## src/rtl/seq_control_fsm_if.sv

```systemverilog
// Sequencer handshake bundle: core-side control inputs and the enable,
// status and count outputs of seq_control_fsm.
//   start, opcode, branch, ALU_zero, imem_ready, dmem_ready : to sequencer
//   imem_req, ir_we, alu_en, dmem_req, dmem_we, reg_we,
//   pc_we, pc_sel, state, instr_count, halted, err          : from sequencer
interface seq_control_fsm_if #(
  parameter int unsigned CNT_W = 32
);
  logic             start;
  logic [6:0]       opcode;
  logic             branch;
  logic             ALU_zero;
  logic             imem_ready;
  logic             dmem_ready;
  logic             imem_req;
  logic             ir_we;
  logic             alu_en;
  logic             dmem_req;
  logic             dmem_we;
  logic             reg_we;
  logic             pc_we;
  logic             pc_sel;
  logic [2:0]       state;
  logic [CNT_W-1:0] instr_count;
  logic             halted;
  logic             err;

  // Datapath / core side
  modport master (
    output start, opcode, branch, ALU_zero, imem_ready, dmem_ready,
    input  imem_req, ir_we, alu_en, dmem_req, dmem_we, reg_we,
           pc_we, pc_sel, state, instr_count, halted, err
  );

  // Sequencer side
  modport slave (
    input  start, opcode, branch, ALU_zero, imem_ready, dmem_ready,
    output imem_req, ir_we, alu_en, dmem_req, dmem_we, reg_we,
           pc_we, pc_sel, state, instr_count, halted, err
  );
endinterface

```

## src/rtl/seq_control_fsm.sv

```systemverilog
// Multi-cycle sequencer for the sequential RISC-V core.
// Ports:
//   clk   : rising-edge clock
//   reset : asynchronous active-high reset
//   bus   : seq_control_fsm_if.slave (control inputs, phase enables, status)
// Enables are decoded from the state register plus inputs; instr_count and
// err are the only other registered outputs.
module seq_control_fsm #(
  parameter int unsigned CNT_W        = 32,
  parameter int unsigned MEM_WAIT_MAX = 15
) (
  input  logic             clk,
  input  logic             reset,
  seq_control_fsm_if.slave bus
);

  localparam int unsigned WAIT_W    = $clog2(MEM_WAIT_MAX + 1);
  localparam logic [6:0]  OP_LOAD   = 7'h03;
  localparam logic [6:0]  OP_STORE  = 7'h23;
  localparam logic [6:0]  OP_BRANCH = 7'h63;
  localparam logic [6:0]  OP_SYSTEM = 7'h73;

  typedef enum logic [2:0] {
    S_IDLE      = 3'd0,
    S_FETCH     = 3'd1,
    S_DECODE    = 3'd2,
    S_EXECUTE   = 3'd3,
    S_MEMORY    = 3'd4,
    S_WRITEBACK = 3'd5,
    S_PC_UPDATE = 3'd6,
    S_HALT      = 3'd7
  } state_t;

  state_t             r_state;
  logic [WAIT_W-1:0]  r_wait_cnt;
  logic [CNT_W-1:0]   r_instr_count;
  logic               r_err;

  state_t             w_next_state;
  logic [WAIT_W-1:0]  w_wait_nxt;
  logic               w_timeout;
  logic               w_count_en;
  logic               w_imem_req;
  logic               w_ir_we;
  logic               w_alu_en;
  logic               w_dmem_req;
  logic               w_dmem_we;
  logic               w_reg_we;
  logic               w_pc_we;
  logic               w_pc_sel;
  logic               w_limit;

  // The wait cycle that would bring the counter to MEM_WAIT_MAX is the last allowed
  assign w_limit = (r_wait_cnt == WAIT_W'(MEM_WAIT_MAX - 1));

  // State, wait counter, retire counter and sticky fault
  always_ff @(posedge clk or posedge reset) begin
    if (reset) begin
      r_state       <= S_IDLE;
      r_wait_cnt    <= '0;
      r_instr_count <= '0;
      r_err         <= 1'b0;
    end else begin
      r_state    <= w_next_state;
      r_wait_cnt <= w_wait_nxt;
      if (w_timeout)  r_err         <= 1'b1;
      if (w_count_en) r_instr_count <= r_instr_count + CNT_W'(1);
    end
  end

  // Next state and phase enables
  always_comb begin
    w_next_state = r_state;
    w_wait_nxt   = '0;
    w_timeout    = 1'b0;
    w_count_en   = 1'b0;
    w_imem_req   = 1'b0;
    w_ir_we      = 1'b0;
    w_alu_en     = 1'b0;
    w_dmem_req   = 1'b0;
    w_dmem_we    = 1'b0;
    w_reg_we     = 1'b0;
    w_pc_we      = 1'b0;
    w_pc_sel     = 1'b0;
    case (r_state)
      S_IDLE: begin
        if (bus.start) w_next_state = S_FETCH;
      end
      S_FETCH: begin
        w_imem_req = 1'b1;
        if (bus.imem_ready) begin
          w_ir_we      = 1'b1;
          w_next_state = S_DECODE;
        end else if (w_limit) begin
          w_timeout    = 1'b1;
          w_next_state = S_HALT;
        end else begin
          w_wait_nxt = r_wait_cnt + WAIT_W'(1);
        end
      end
      S_DECODE: begin
        w_next_state = (bus.opcode == OP_SYSTEM) ? S_HALT : S_EXECUTE;
      end
      S_EXECUTE: begin
        w_alu_en = 1'b1;
        case (bus.opcode)
          OP_LOAD, OP_STORE: w_next_state = S_MEMORY;
          OP_BRANCH:         w_next_state = S_PC_UPDATE;
          default:           w_next_state = S_WRITEBACK;
        endcase
      end
      S_MEMORY: begin
        w_dmem_req = 1'b1;
        w_dmem_we  = (bus.opcode == OP_STORE);
        if (bus.dmem_ready) begin
          w_next_state = (bus.opcode == OP_STORE) ? S_PC_UPDATE : S_WRITEBACK;
        end else if (w_limit) begin
          w_timeout    = 1'b1;
          w_next_state = S_HALT;
        end else begin
          w_wait_nxt = r_wait_cnt + WAIT_W'(1);
        end
      end
      S_WRITEBACK: begin
        w_reg_we     = 1'b1;
        w_next_state = S_PC_UPDATE;
      end
      S_PC_UPDATE: begin
        w_pc_we      = 1'b1;
        w_pc_sel     = bus.branch & bus.ALU_zero;
        w_count_en   = 1'b1;
        w_next_state = S_FETCH;
      end
      S_HALT: begin
        w_next_state = S_HALT;
      end
      default: begin
        w_next_state = S_IDLE;
      end
    endcase
  end

  assign bus.imem_req    = w_imem_req;
  assign bus.ir_we       = w_ir_we;
  assign bus.alu_en      = w_alu_en;
  assign bus.dmem_req    = w_dmem_req;
  assign bus.dmem_we     = w_dmem_we;
  assign bus.reg_we      = w_reg_we;
  assign bus.pc_we       = w_pc_we;
  assign bus.pc_sel      = w_pc_sel;
  assign bus.state       = r_state;
  assign bus.instr_count = r_instr_count;
  assign bus.halted      = (r_state == S_HALT);
  assign bus.err         = r_err;

endmodule

```

## src/flat_wrapper.sv

```systemverilog
// flat-port wrapper written by rule: the top's interface ports become plain ports
module seq_control_fsm_flat 
#(
  parameter int unsigned CNT_W        = 32,
  parameter int unsigned MEM_WAIT_MAX = 15
)
  (clk, reset, bus_start, bus_opcode, bus_branch, bus_ALU_zero, bus_imem_ready, bus_dmem_ready, bus_imem_req, bus_ir_we, bus_alu_en, bus_dmem_req, bus_dmem_we, bus_reg_we, bus_pc_we, bus_pc_sel, bus_state, bus_instr_count, bus_halted, bus_err);
  seq_control_fsm_if #(.CNT_W(CNT_W)) bus_i ();
  input  logic clk;
  input  logic reset;
  input wire logic [$bits(bus_i.start)-1:0] bus_start;
  input wire logic [$bits(bus_i.opcode)-1:0] bus_opcode;
  input wire logic [$bits(bus_i.branch)-1:0] bus_branch;
  input wire logic [$bits(bus_i.ALU_zero)-1:0] bus_ALU_zero;
  input wire logic [$bits(bus_i.imem_ready)-1:0] bus_imem_ready;
  input wire logic [$bits(bus_i.dmem_ready)-1:0] bus_dmem_ready;
  output wire logic [$bits(bus_i.imem_req)-1:0] bus_imem_req;
  output wire logic [$bits(bus_i.ir_we)-1:0] bus_ir_we;
  output wire logic [$bits(bus_i.alu_en)-1:0] bus_alu_en;
  output wire logic [$bits(bus_i.dmem_req)-1:0] bus_dmem_req;
  output wire logic [$bits(bus_i.dmem_we)-1:0] bus_dmem_we;
  output wire logic [$bits(bus_i.reg_we)-1:0] bus_reg_we;
  output wire logic [$bits(bus_i.pc_we)-1:0] bus_pc_we;
  output wire logic [$bits(bus_i.pc_sel)-1:0] bus_pc_sel;
  output wire logic [$bits(bus_i.state)-1:0] bus_state;
  output wire logic [$bits(bus_i.instr_count)-1:0] bus_instr_count;
  output wire logic [$bits(bus_i.halted)-1:0] bus_halted;
  output wire logic [$bits(bus_i.err)-1:0] bus_err;
  assign bus_i.start = bus_start;
  assign bus_i.opcode = bus_opcode;
  assign bus_i.branch = bus_branch;
  assign bus_i.ALU_zero = bus_ALU_zero;
  assign bus_i.imem_ready = bus_imem_ready;
  assign bus_i.dmem_ready = bus_dmem_ready;
  assign bus_imem_req = bus_i.imem_req;
  assign bus_ir_we = bus_i.ir_we;
  assign bus_alu_en = bus_i.alu_en;
  assign bus_dmem_req = bus_i.dmem_req;
  assign bus_dmem_we = bus_i.dmem_we;
  assign bus_reg_we = bus_i.reg_we;
  assign bus_pc_we = bus_i.pc_we;
  assign bus_pc_sel = bus_i.pc_sel;
  assign bus_state = bus_i.state;
  assign bus_instr_count = bus_i.instr_count;
  assign bus_halted = bus_i.halted;
  assign bus_err = bus_i.err;
  seq_control_fsm #(.CNT_W(CNT_W), .MEM_WAIT_MAX(MEM_WAIT_MAX)) u_core (.clk(clk), .reset(reset), .bus(bus_i));
endmodule
```

## config.mk

```make
export PLATFORM = sky130hd
export DESIGN_NAME = seq_control_fsm_flat
export DESIGN_NICKNAME = d
export VERILOG_FILES = /design/src/rtl/seq_control_fsm_if.sv /design/src/rtl/seq_control_fsm.sv /design/src/flat_wrapper.sv
export SDC_FILE = /design/constraint.sdc
export NUM_CORES = 1
export LEC_CHECK = 0
export CORE_MARGIN = 5
export CORE_UTILIZATION = 40
export DETAILED_ROUTE_END_ITERATION = 10
export PLACE_DENSITY = 0.7
export SLEW_MARGIN = 20
export SYNTH_ARGS = -nofsm -noshare
export SYNTH_HDL_FRONTEND = slang
export SYNTH_SLANG_ARGS = --single-unit
```

## constraint.sdc

```tcl
create_clock -name clk -period 1.89 [get_ports clk]
set_input_delay 0.4725 -clock clk [delete_from_list [all_inputs] [get_ports clk]]
set_output_delay 0.4725 -clock clk [all_outputs]
set_load 0.05 [all_outputs]
```

==> flow_metrics.tcl <==
set metrics [dict create \
    outcome "finished, final reports clean" \
    postSynthCellCount 192 \
    grt_util_met2_pct 24.25 \
    vias 1705 \
    max_slew.worst_pin.slew_ns 0.3193 \
    synth-edff-count 0 \
    cp_data_arrival_time_ns 1.39 \
    finalPower_mw 3.390 \
    power.density_nw_per_um2 1090 \
    diodes 0 \
    gr-total-overflow 0 \
    grt.met1_usage_pct 18.87 \
    cts_root_buffer "clkbuf_8" \
    wl_per_cell_um 13.31 \
    start_util_pct 41.52 \
    finalCriticalPeriod_ns 1.864 \
    start_kind "flip-flop" \
    comb_power_share_pct 48.9 \
    postCtsHoldBufs 0 \
    layout_common_cells "buf_4, dfrtp_1, xnor2_1" \
    slew_headroom_pct 78.52 \
    use_met3_pct 5.157 \
    ir_drop_uv 1323 \
    coreArea_um2 4786 \
    postSynth.asyncResetShare_pct 100.0 \
    cts-buffers-inserted 5 \
    cpMaxStageDelayCell "dfrtp_2" \
    first_pass_iters 4 \
    port_buffers 58 \
    grt_max_degree 41 \
    p_leak_nw 1.469 \
    syn_nets 209 \
    grt_pass1_wl_um 7638 \
    required_ns 1.42 \
    power.share.sequential_pct 31.0 \
    cts.path.max_buffers 2 \
    crit_type "flip-flop to primary output" \
    fin_skew_ns 0.006737 \
    hold_viol_final 0 \
    drc_errors 0 \
    die_h_um 80.48 \
    synthFlopType "dfrtp_1" \
    rows 25 \
    slowest_delay_ns 0.46 \
    path_buf_inv 2 \
    clkSinkCount 40 \
    drive_gt1_share_pct 41.49 \
    area_delta_synth_final_pct 56.55 \
    synth-seq-cells 40 \
    critical-path-top-delay-family "flip-flops" \
    gp_congestion 0.7808 \
    setup_viol 0 \
    cts_tree "built" \
    swShare_pct 37.71 \
    nNetsFinal 298 \
    critPathMaxFanout 5 \
    ys_seq_area_share_pct 50.38 \
    drt-initial-drc-count 106 \
    yosysUniqueCellTypes 38 \
    critPathCaptureType "primary output" \
    hpwl_um 3499 \
    maxSlewViolCount 0 \
    netlist_area_um2 1987 \
    fillCellCount 388 \
    power_switching_mw 1.278 \
    htree_num_levels 2 \
    busiest_layer "met2" \
    wl_um 4646 \
    vias_per_cell 4.885 \
    ios 59 \
    whs_ns 0.4769 \
    yosys_warnings 0 \
    clkTransAtPathRegs_ns 0.08 \
    fmax_mhz 536.6 \
    antenna_found_initial 0 \
    rsz0062_at_grt "yes" \
    clockPowerShare_pct 20.1 \
    max_cap_viol_count 0 \
    grtUsageTotal_pct 14.97 \
    post_synth.cell_area_avg_um2 10.35 \
    fp.dieW_um 80.48 \
    fin_crit_sh_pct 98.60 \
    die-area_um2 6477 \
    final_common_cell "buf_4" \
    grt_pass1_vias 1684 \
    clk_latency_ns 0.29 \
    cp_cell_sequence "buf_6 -> nor3b_4 -> and2_4 -> buf_12" \
    ant_nets 0 \
    p_int_mw 2.112 \
    min_path_type "flip-flop to flip-flop" \
]
-- per-stage QoR --
step                      setup TNS [ns]  cells  util (%)  cell area (µm²)  setup slack (ns)
after floorplan                  -0.2417    192         -             2058           -0.1806
after global placement           -0.6518    333     59.92             2868           -0.3170
after detailed placement         -0.7880    333     59.92             2868           -0.3546
after CTS                       -0.02335    345     63.79             3053          -0.02335
after global routing             -0.1674    349     64.99             3110          -0.05133
final                                  0    349     64.99             3110           0.02646
-- cells in the mapped netlist, drive strengths merged (2+ instances only) --
master | n | area [µm²]
a21oi | 3 | 15.01
and2 | 3 | 18.77
and3 | 5 | 31.28
and4 | 2 | 17.52
clkbuf | 2 | 7.510
dfrtp | 40 | 1001
ha | 3 | 37.54
inv | 10 | 37.54
nand2 | 16 | 60.06
nand3 | 11 | 55.05
nand3b | 2 | 18.77
nand4 | 9 | 71.32
nor2 | 22 | 87.58
nor2b | 3 | 18.77
nor3b | 2 | 15.01
nor4 | 2 | 27.53
nor4b | 3 | 26.28
o21ai | 7 | 35.03
o31ai | 2 | 15.01
xnor2 | 21 | 183.9
xor2 | 11 | 96.34
-- registers in the layout, indices dropped and copies added, names as in the netlist --
| register | cells |
|---|---|
| u_core.bus.instr_count | 32 |
| u_core.bus.state | 3 |
| u_core.r_wait_cnt | 4 |
| u_core.bus.err | 1 |
-- cell families (layout without fill, tap and decap cells) --
| logic type | count (synthesis) | count (layout) | share of synthesized area [%] |
|---|---|---|---|
| buffers and inverters | 13 | 103 | 2.519 |
| AO/OA/AOI/OAI | 16 | 16 | 4.786 |
| XOR/XNOR | 32 | 32 | 14.11 |
| AND/OR/NAND/NOR | 87 | 87 | 25.76 |
| multiplexers | 1 | 1 | 0.5667 |
| adder cells (fa/ha/maj) | 3 | 3 | 1.889 |
| flip-flops | 40 | 40 | 50.38 |
-- final timing paths --
path                                            from                    endpoint  slack (ns)  depth (start not counted)
hold / removal                        u_core.bus.err              u_core.bus.err        0.48                          1
setup / recovery                 u_core.bus.state[2]                   bus_ir_we        0.03                          4
max in group asynchronous                      reset   u_core.bus.instr_count[1]        1.15                          3
hold reg to reg                       u_core.bus.err              u_core.bus.err        0.48                          1
setup reg to reg           u_core.bus.instr_count[0]  u_core.bus.instr_count[20]        0.15                          6
min in group asynchronous                      reset  u_core.bus.instr_count[27]        0.52                          3
-- layout make-up --
class	count	area, µm²	share of cell area [%]
Clock buffer	6	72.57	2.333
Clock inverter	2	35.03	1.126
Inverter	10	41.29	1.327
Sequential cell	40	1015	32.62
Multi-Input combinational cell	139	1026	32.98
Timing Repair Buffer	85	837.1	26.91
Tap cell	67	83.83	2.695
-- metal layers --
layer | vias to the layer above | routed length, µm
met5 | - | 0
met4 | 0 | 72
met3 | 11 | 405
met2 | 67 | 2155
met1 | 793 | 2013
li1 | 834 | -
-- power by group through the flow --
stage / Sequential (mW) / Clock, mW / Combinational [mW]
2_1_floorplan: 1.29 / 0 / 0.607
3_3_place_gp: 1.06 / 0 / 1.44
3_5_place_dp: 1.06 / 0 / 1.44
4_1_cts: 1.05 / 0.703 / 1.57
5_1_grt: 1.07 / 0.746 / 1.75
6_report: 1.05 / 0.683 / 1.66
-- repair_timing --
action,4_1_cts,5_1_grt
pin swaps,5,10
gates resized for setup,17,10
cloned,0,0
endpoints found under the setup margin,6,10
setup buffers,5,4
No activity file was read; power rests on OpenSTA's default activity.
